File: src/rtl/updown_pkg.sv
// Shared definitions for the up/down/load counter: operation encoding and a
// parity helper used for the registered parity flag.
package updown_pkg;

  typedef enum logic [1:0] {
    OP_LOAD = 2'b00,
    OP_DOWN = 2'b01,
    OP_UP   = 2'b10,
    OP_HOLD = 2'b11
  } op_e;

  // Even-width callers zero-extend into 32 bits; extra zeros do not alter parity.
  function automatic logic parity32(input logic [31:0] v);
    return ^v;
  endfunction

endpackage

File: src/rtl/updown_step.sv
// Combinational next-count evaluator: applies one load/up/down/hold operation
// with wrap-or-saturate handling and reports carry, borrow and load clamping.
module updown_step
  import updown_pkg::*;
#(
  parameter int unsigned WIDTH   = 9,
  parameter int unsigned UP_STEP = 3,
  parameter int unsigned DN_STEP = 5,
  parameter int unsigned MOD_MAX = 511
) (
  input  logic [WIDTH-1:0] count_i,
  input  op_e              op_i,
  input  logic             sat_mode_i,
  input  logic [WIDTH-1:0] data_i,
  output logic [WIDTH-1:0] next_o,
  output logic             carry_o,
  output logic             borrow_o,
  output logic             load_err_o
);

  // All arithmetic is carried one bit wider than the count so that the
  // modulus M = MOD_MAX+1 (up to 2**WIDTH) and overflowing sums are exact.
  localparam logic [WIDTH:0] MAX_X     = (WIDTH+1)'(MOD_MAX);
  localparam logic [WIDTH:0] MOD_X     = MAX_X + (WIDTH+1)'(1);
  localparam logic [WIDTH:0] UP_X      = (WIDTH+1)'(UP_STEP);
  localparam logic [WIDTH:0] DN_X      = (WIDTH+1)'(DN_STEP);
  localparam logic [WIDTH:0] WRAP_DN_X = MOD_X - DN_X;

  logic [WIDTH:0] cnt_x;
  logic [WIDTH:0] din_x;
  logic [WIDTH:0] sum_x;

  always_comb begin
    cnt_x      = {1'b0, count_i};
    din_x      = {1'b0, data_i};
    sum_x      = cnt_x + UP_X;
    next_o     = count_i;
    carry_o    = 1'b0;
    borrow_o   = 1'b0;
    load_err_o = 1'b0;

    case (op_i)
      OP_LOAD: begin
        if (din_x > MAX_X) begin
          next_o     = WIDTH'(MAX_X);
          load_err_o = 1'b1;
        end else begin
          next_o = data_i;
        end
      end
      OP_UP: begin
        if (sum_x > MAX_X) begin
          carry_o = 1'b1;
          next_o  = sat_mode_i ? WIDTH'(MAX_X) : WIDTH'(sum_x - MOD_X);
        end else begin
          next_o = WIDTH'(sum_x);
        end
      end
      OP_DOWN: begin
        if (cnt_x >= DN_X) begin
          next_o = WIDTH'(cnt_x - DN_X);
        end else begin
          borrow_o = 1'b1;
          // count - DN_STEP + M, reordered so no intermediate goes negative
          next_o   = sat_mode_i ? '0 : WIDTH'(cnt_x + WRAP_DN_X);
        end
      end
      OP_HOLD: begin
        next_o = count_i;
      end
      default: begin
        next_o = count_i;
      end
    endcase
  end

endmodule

File: src/rtl/updown_counter_param.sv
// Parametrised up/down/load counter with registered count, carry, borrow,
// parity, zero and load-error outputs; one register stage, async reset.
module updown_counter_param
  import updown_pkg::*;
#(
  parameter int unsigned WIDTH     = 9,
  parameter int unsigned UP_STEP   = 3,
  parameter int unsigned DN_STEP   = 5,
  parameter int unsigned MOD_MAX   = (WIDTH >= 32) ? 32'hFFFF_FFFF
                                                   : ((32'd1 << WIDTH) - 32'd1),
  parameter int unsigned RESET_VAL = 0
) (
  input  logic             clock,
  input  logic             reset,
  input  logic             enable,
  input  logic             up,
  input  logic             down,
  input  logic             sat_mode,
  input  logic [WIDTH-1:0] data_in,
  output logic [WIDTH-1:0] count_out,
  output logic             carry_out,
  output logic             borrow_out,
  output logic             parity_out,
  output logic             zero_out,
  output logic             load_err
);

  if (WIDTH < 2 || WIDTH > 32) begin : g_bad_width
    $fatal(1, "updown_counter_param: WIDTH=%0d outside 2..32", WIDTH);
  end
  if (WIDTH < 32 && MOD_MAX >= (32'd1 << WIDTH)) begin : g_bad_max
    $fatal(1, "updown_counter_param: MOD_MAX=%0d exceeds 2**WIDTH-1", MOD_MAX);
  end
  if (UP_STEP < 1 || UP_STEP > MOD_MAX) begin : g_bad_up
    $fatal(1, "updown_counter_param: UP_STEP=%0d outside 1..MOD_MAX", UP_STEP);
  end
  if (DN_STEP < 1 || DN_STEP > MOD_MAX) begin : g_bad_dn
    $fatal(1, "updown_counter_param: DN_STEP=%0d outside 1..MOD_MAX", DN_STEP);
  end
  if (RESET_VAL > MOD_MAX) begin : g_bad_rst
    $fatal(1, "updown_counter_param: RESET_VAL=%0d exceeds MOD_MAX", RESET_VAL);
  end

  localparam logic [WIDTH-1:0] RESET_W   = WIDTH'(RESET_VAL);
  localparam logic             RESET_PAR = ^RESET_W;
  localparam logic             RESET_ZRO = (RESET_W == '0);

  logic [WIDTH-1:0] count_q, count_d;
  logic             carry_q, carry_d;
  logic             borrow_q, borrow_d;
  logic             parity_q, parity_d;
  logic             zero_q, zero_d;
  logic             lderr_q, lderr_d;

  logic [WIDTH-1:0] step_next;
  logic             step_carry;
  logic             step_borrow;
  logic             step_lderr;

  updown_step #(
    .WIDTH  (WIDTH),
    .UP_STEP(UP_STEP),
    .DN_STEP(DN_STEP),
    .MOD_MAX(MOD_MAX)
  ) u_step (
    .count_i   (count_q),
    .op_i      (op_e'({up, down})),
    .sat_mode_i(sat_mode),
    .data_i    (data_in),
    .next_o    (step_next),
    .carry_o   (step_carry),
    .borrow_o  (step_borrow),
    .load_err_o(step_lderr)
  );

  // Parity and zero are derived from the next count so they land in the same
  // edge as count_q and always describe the visible count.
  always_comb begin
    count_d  = count_q;
    carry_d  = 1'b0;
    borrow_d = 1'b0;
    lderr_d  = 1'b0;
    if (enable) begin
      count_d  = step_next;
      carry_d  = step_carry;
      borrow_d = step_borrow;
      lderr_d  = step_lderr;
    end
    parity_d = parity32(32'(count_d));
    zero_d   = (count_d == '0);
  end

  always_ff @(posedge clock or posedge reset) begin
    if (reset) begin
      count_q  <= RESET_W;
      carry_q  <= 1'b0;
      borrow_q <= 1'b0;
      parity_q <= RESET_PAR;
      zero_q   <= RESET_ZRO;
      lderr_q  <= 1'b0;
    end else begin
      count_q  <= count_d;
      carry_q  <= carry_d;
      borrow_q <= borrow_d;
      parity_q <= parity_d;
      zero_q   <= zero_d;
      lderr_q  <= lderr_d;
    end
  end

  assign count_out  = count_q;
  assign carry_out  = carry_q;
  assign borrow_out = borrow_q;
  assign parity_out = parity_q;
  assign zero_out   = zero_q;
  assign load_err   = lderr_q;

endmodule

File: config.mk
export PLATFORM = sky130hd
export DESIGN_NAME = updown_counter_param
export DESIGN_NICKNAME = d
export VERILOG_FILES = /design/src/rtl/updown_pkg.sv /design/src/rtl/updown_step.sv /design/src/rtl/updown_counter_param.sv
export SDC_FILE = /design/constraint.sdc
export NUM_CORES = 1
export LEC_CHECK = 0
export ABC_AREA = 1
export CORE_MARGIN = 3
export CORE_UTILIZATION = 46
export CTS_CLUSTER_DIAMETER = 200
export DETAILED_ROUTE_END_ITERATION = 8
export GPL_ROUTABILITY_DRIVEN = 0
export PLACE_DENSITY = 0.79
export SYNTH_ARGS = -nofsm -noshare
export SYNTH_HDL_FRONTEND = slang
export SYNTH_SLANG_ARGS = --single-unit
File: constraint.sdc
create_clock -name clock -period 2.6 [get_ports clock]
set_input_delay 0.52 -clock clock [delete_from_list [all_inputs] [get_ports clock]]
set_output_delay 0.52 -clock clock [all_outputs]
set_load 0.05 [all_outputs]
==> results of run 1 <==
## per-layer routing
layer,share of wire [%],global-route usage [%]
met2,48,35.3
met4,1.6,8.86
met1,44,35.2
met5,0,0
met3,7.2,3.02
## sequential cells by signal, summed over array words and instances (netlist names)
name,count
parity_out,1
borrow_out,1
count_out,9
zero_out,1
carry_out,1
## final timing paths
path | startpoint | to | slack [ns] | cells after the start
worst max register to register | count_out[0] | parity_out | 0.1 | 15
worst min register to register | count_out[8] | carry_out | 0.65 | 2
max in group asynchronous | reset | count_out[3] | 1.63 | 2
worst max-delay path | count_out[0] | parity_out | 0.1 | 15
worst min-delay path | reset | count_out[7] | 0.60 | 2
min in group clock | count_out[8] | carry_out | 0.65 | 2
## power groups by stage
stage                     Clock [mW]  Sequential, mW  Combinational, mW
after floorplan                    0           0.408              0.356
after global placement             0           0.295              0.679
after detailed placement           0           0.294              0.691
after CTS                      0.130           0.290              0.696
after global routing           0.143           0.306              0.837
final                          0.123           0.299              0.767
## cell type report
class	instances	area [sq um]	share of cell area, %
multi-input combinational	167	982	49.3
sequential	13	330	16.6
clock buffer	4	26.3	1.32
timing repair buffer	56	500	25.1
inverter	30	116	5.84
tap	30	37.5	1.88
## stage by stage
stage          worst slack [ns]  setup TNS [ns]  util (%)  cells  power, mW
2_1_floorplan           0.00487               0         -    214      0.764
3_3_place_gp             -0.242          -0.242      69.8    293      0.974
3_5_place_dp             -0.296          -0.296      69.8    293      0.985
4_1_cts                  0.0212               0      71.1    297       1.11
5_1_grt                 -0.0298         -0.0298      76.3    300       1.29
6_report                 0.0989               0      76.3    300       1.19
## cell usage in the layout (no fill, tap or decap), types with 4 or more instances in the layout
master	n
nor2_1	43
dfrtp_1	9
nand2_1	48
nand3_1	16
o21ai_0	10
inv_2	5
nor2_4	5
buf_4	27
nand2_2	5
xor2_1	7
inv_1	22
o21ai_2	4
clkdlybuf4s50_1	25
## critical path: stages (launching register included)
cell	delay, ns
dfrtp_2	0.48
o21ai_4	0.24
nand2_2	0.11
nor2_4	0.15
nand3_4	0.13
nand2_4	0.12
inv_2	0.04
nand2_2	0.05
nand3_2	0.09
a21oi_2	0.21
ha_4	0.23
xnor2_2	0.15
xor2_1	0.19
inv_1	0.06
nand3_1	0.07
nand2_1	0.05
## cells by family after synthesis
logic type,Yosys count
AND/OR/NAND/NOR,128
buffers and inverters,34
AO/OA/AOI/OAI,23
flip-flops,13
XOR/XNOR,9
adder cells (fa/ha/maj),6
other,1
## timing repair
item                       4_1_cts  5_1_grt
resized for setup                2       30
buffers inserted                 0        3
setup endpoints to repair        1        1
pin swaps                        0       17
==> results.json, run 1 <==
{
  "grtUsageTotal_pct": 23.9,
  "synth_fa_ha_area_share_pct": 5.62,
  "timing.final.crit_period_ns": 2.50,
  "cts_root_buffer": "clkbuf_4",
  "place_area_sq_um": 1820,
  "p_int_mw": 0.607,
  "grt_max_degree": 14,
  "tritoncts": "done",
  "dr_total_vias": 1575,
  "yosys.area_share.simple_pct": 43.6,
  "ys_ff_latch": 13,
  "nNetsFinal": 292,
  "grt_antenna_before_repair": 0,
  "ir_drop_uv": 539,
  "slew_viol_final": 0,
  "relSlewSlack_pct": 66.2,
  "drc_errors": 0,
  "worst_ep_required_time_ns": 2.77,
  "p_sw_mw": 0.581,
  "seq_power_share_pct": 25.1,
  "drt_iter0_drc": 97,
  "yosysUniqueCellTypes": 26,
  "synth_area_sq_um": 1340,
  "synth_top_area_cell": "dfrtp_1",
  "cts_max_level": 1,
  "rows": 18,
  "dr.pass1.iters": 4,
  "critPathCaptureType": "register",
  "yosysSeqAreaShare_pct": 24.5,
  "synth_top_family_by_area": "simple AND/OR/NAND/NOR gates",
  "holdCritPathClass": "input port to async pin",
  "io_pins": 29,
  "start_util_pct": 51.1,
  "critPathKind": "register to register",
  "via_per_inst": 5.25,
  "synth_ff_type": "dfrtp_1",
  "routed_wl_um": 3990,
  "worstMarginPinSlew_ns": 0.505,
  "hold_violations": 0,
  "yosysWarnings": 0,
  "syn_inst": 214,
  "yosysTopAreaCellShare_pct": 22.5,
  "die_w_um": 59.9,
  "grt_first_pass_wirelength_um": 6490,
  "yosysMostFrequentCell": "nand2_1",
  "critPathMaxFanout": 6,
  "switching_share_pct": 48.9,
  "diodes": 0,
  "synth-compound-area-share_pct": 10.2,
  "design_area_sq_um": 1990,
  "combPwrFrac_pct": 64.6,
  "post-route-period-util_pct": 96.2,
  "clockBufferDepth": 2,
  "insertion_delay_ns": 0.27,
  "synthXorXnorAreaFrac_pct": 5.90,
  "syn_to_final_growth_pct": 49.3,
  "avgSynthCellArea_sq_um": 6.24,
  "synthMuxAreaShare_pct": 0,
  "max-cap-violations": 0,
  "finalSetupViolCount": 0,
  "clk_pin_slew_ns": 0.08,
  "hold_slack_ns": 0.600,
  "fin_skew_ns": 0.000761,
  "cts_sinks": 13,
  "drive_gt1_share_pct": 27.4,
  "die_area_sq_um": 3580,
  "dieHeight_um": 59.9,
  "cts_buffers": 3,
  "synth-async-reset-ratio_pct": 100,
  "p_leak_nw": 0.969,
  "critPathLaunchType": "register",
  "nFillCells": 210,
  "grt_overflow": 0,
  "arrival_ns": 2.67,
  "ant_nets": 0,
  "wire_per_inst_um": 13.3,
  "core_region_area_sq_um": 2610,
  "synth_edf_count": 0,
  "synthTopCellsByCount": "nand2_1, nor2_1, inv_1",
  "ctsHoldBuffers": 0,
  "hpwl_um": 3050,
  "synthTopCellsByArea": "dfrtp_1, nand2_1, nor2_1",
  "grt_pass1_vias": 1436,
  "powerDensity_nw_per_um2": 596,
  "max_freq_mhz": 400,
  "port_buffers": 27,
  "postSynthNetCount": 235,
  "p_clk_share_pct": 10.3,
  "status": "completed"
}
No activity file was read; power rests on OpenSTA's default activity.
==> run 2, diff against run 1 <==
Settings changed: CORE_UTILIZATION 46 to 50, PLACE_DENSITY 0.79 to 0.82.
Clock period 2.6 ns to 2.7 ns, I/O delays scaled along.
==> run 2 against run 1 <==
- combinational power decreased by 14%
- clock skew increased by 0.0037 ns
- cell area decreased by 8.5%
- utilization decreased by 3.3 points
- power decreased by 9.3%
- hold slack got worse by 0.034 ns
- clock power increased by 4%
- sequential share of layout area increased by 1.5 points
- sequential power decreased by 3%
- non-clock buffer count decreased by 11
==> results.json, run 2 (synthesis gave the netlist of run 1 again) <==
{
  "ctsHoldBuffers": 0,
  "dr_total_vias": 1482,
  "final_util_pct": 73.0,
  "critPathMaxFanout": 6,
  "syn_to_final_growth_pct": 36.6,
  "fin_skew_ns": 0.00450,
  "dpl.cell_count": 284,
  "p_leak_nw": 0.898,
  "finalNonFillerCells": 289,
  "powerDensity_nw_per_um2": 591,
  "grt_max_degree": 14,
  "post-route-period-util_pct": 95.1,
  "design_area_sq_um": 1820,
  "holdCritPathClass": "input port to async pin",
  "final_common_cell": "nand2_1",
  "grt_pass1_vias": 1359,
  "final_cell_mix": "nand2_1, nor2_1, clkdlybuf4s50_1",
  "wire_per_inst_um": 12.7,
  "relSlewSlack_pct": 65.9,
  "preCtsSetupSlack_ns": -0.229,
  "drc_errors": 0,
  "nNetsFinal": 281,
  "max-cap-violations": 0,
  "via_per_inst": 5.13,
  "place_area_sq_um": 1750,
  "cts_buffers": 3,
  "drt_iter0_drc": 57,
  "cts_root_buffer": "clkbuf_4",
  "status": "completed",
  "finalSetupViolCount": 0,
  "ant_nets": 0,
  "ir_drop_uv": 487,
  "arrival_ns": 2.76,
  "insertion_delay_ns": 0.29,
  "largest_register_ffs": 9,
  "slew_viol_final": 0,
  "grt_overflow": 0,
  "grtUsageTotal_pct": 23.8,
  "critPathCaptureType": "register",
  "worst_ep_required_time_ns": 2.89,
  "clockBufferDepth": 2,
  "grt_first_pass_wirelength_um": 6070,
  "worstMarginPinSlew_ns": 0.510,
  "clk_pin_slew_ns": 0.09,
  "port_buffers": 27,
  "start_util_pct": 53.4,
  "timing.final.crit_period_ns": 2.57,
  "dieHeight_um": 57.7,
  "core_region_area_sq_um": 2500,
  "tritoncts": "done",
  "critPathKind": "register to register",
  "layout_setup_ws_ns": 0.131,
  "die_area_sq_um": 3330,
  "critPathLaunchType": "register",
  "drive_gt1_share_pct": 20.8,
  "rows": 18,
  "routed_wl_um": 3670,
  "diodes": 0,
  "io_pins": 29,
  "max_freq_mhz": 389,
  "hpwl_um": 2930,
  "dr.pass1.iters": 4,
  "grt_antenna_before_repair": 0,
  "cts_max_level": 1,
  "hold_violations": 0,
  "cts_sinks": 13,
  "die_w_um": 57.7
}
run 2: stage by stage:
| stage | TNS [ns] | hold slack, ns | power [mW] |
|---|---|---|---|
| floorplan | 0 | 0.416 | 0.733 |
| global placement | -0.147 | 0.655 | 0.913 |
| detailed placement | -0.229 | 0.670 | 0.925 |
| CTS | 0 | 0.577 | 1.06 |
| global route | -0.00912 | 0.603 | 1.16 |
| finish | 0 | 0.566 | 1.08 |
run 2: report_power, final:
part           internal (mW)  total, mW  switching (mW)
registers              0.231      0.290          0.0583
clock network         0.0552      0.128          0.0727
logic                  0.249      0.660           0.411
total                  0.536       1.08           0.543
run 2: final cells by class:
cell class	count	area [sq um]
Timing Repair Buffer	45	410
Tap cell	30	37.5
Clock buffer	3	22.5
Sequential cell	13	330
Fill cell	219	676
Clock inverter	1	5.00
Multi-Input combinational cell	167	906
Inverter	30	113
run 2: final timing paths:
check	from	endpoint	slack [ns]	depth (start not counted)
worst max-delay path	count_out[0]	parity_out	0.13	16
worst min-delay path	reset	count_out[8]	0.57	2
worst max register to register	count_out[0]	parity_out	0.13	16
worst min register to register	count_out[7]	carry_out	0.68	2
max in group asynchronous	reset	count_out[6]	1.76	2
min in group clock	count_out[7]	carry_out	0.68	2
run 2: repair_timing:
item                       CTS  global route
setup buffers                0             1
resized for setup            0            16
setup endpoints to repair    0             1
run 2: layer usage:
layer | track usage [%] | vias to the layer above | wire length [um]
met5 | 0 | - | 0
met4 | 11.3 | 0 | 125
met3 | 3.56 | 15 | 207
met2 | 37.7 | 52 | 1690
met1 | 32.0 | 657 | 1650
li1 | - | 758 | -
run 2: worst max-delay path: stages, from the launching register on:
cell	delay, ns
dfrtp_2	0.46
ha_1	0.21
nand3_1	0.11
nor2_2	0.05
nor2_2	0.16
nand3_4	0.15
nand2_2	0.15
inv_1	0.05
nand2_1	0.06
nand3_1	0.10
a21oi_1	0.15
ha_1	0.26
xnor2_1	0.16
xor2_1	0.21
inv_1	0.06
nand3_1	0.08
nand2_1	0.05
==> run 3, diff against run 2 <==
Settings changed: CAP_MARGIN set to 40.
==> results of run 3 <==
The final DEF is identical to that of run 2; final timing and power are the same.
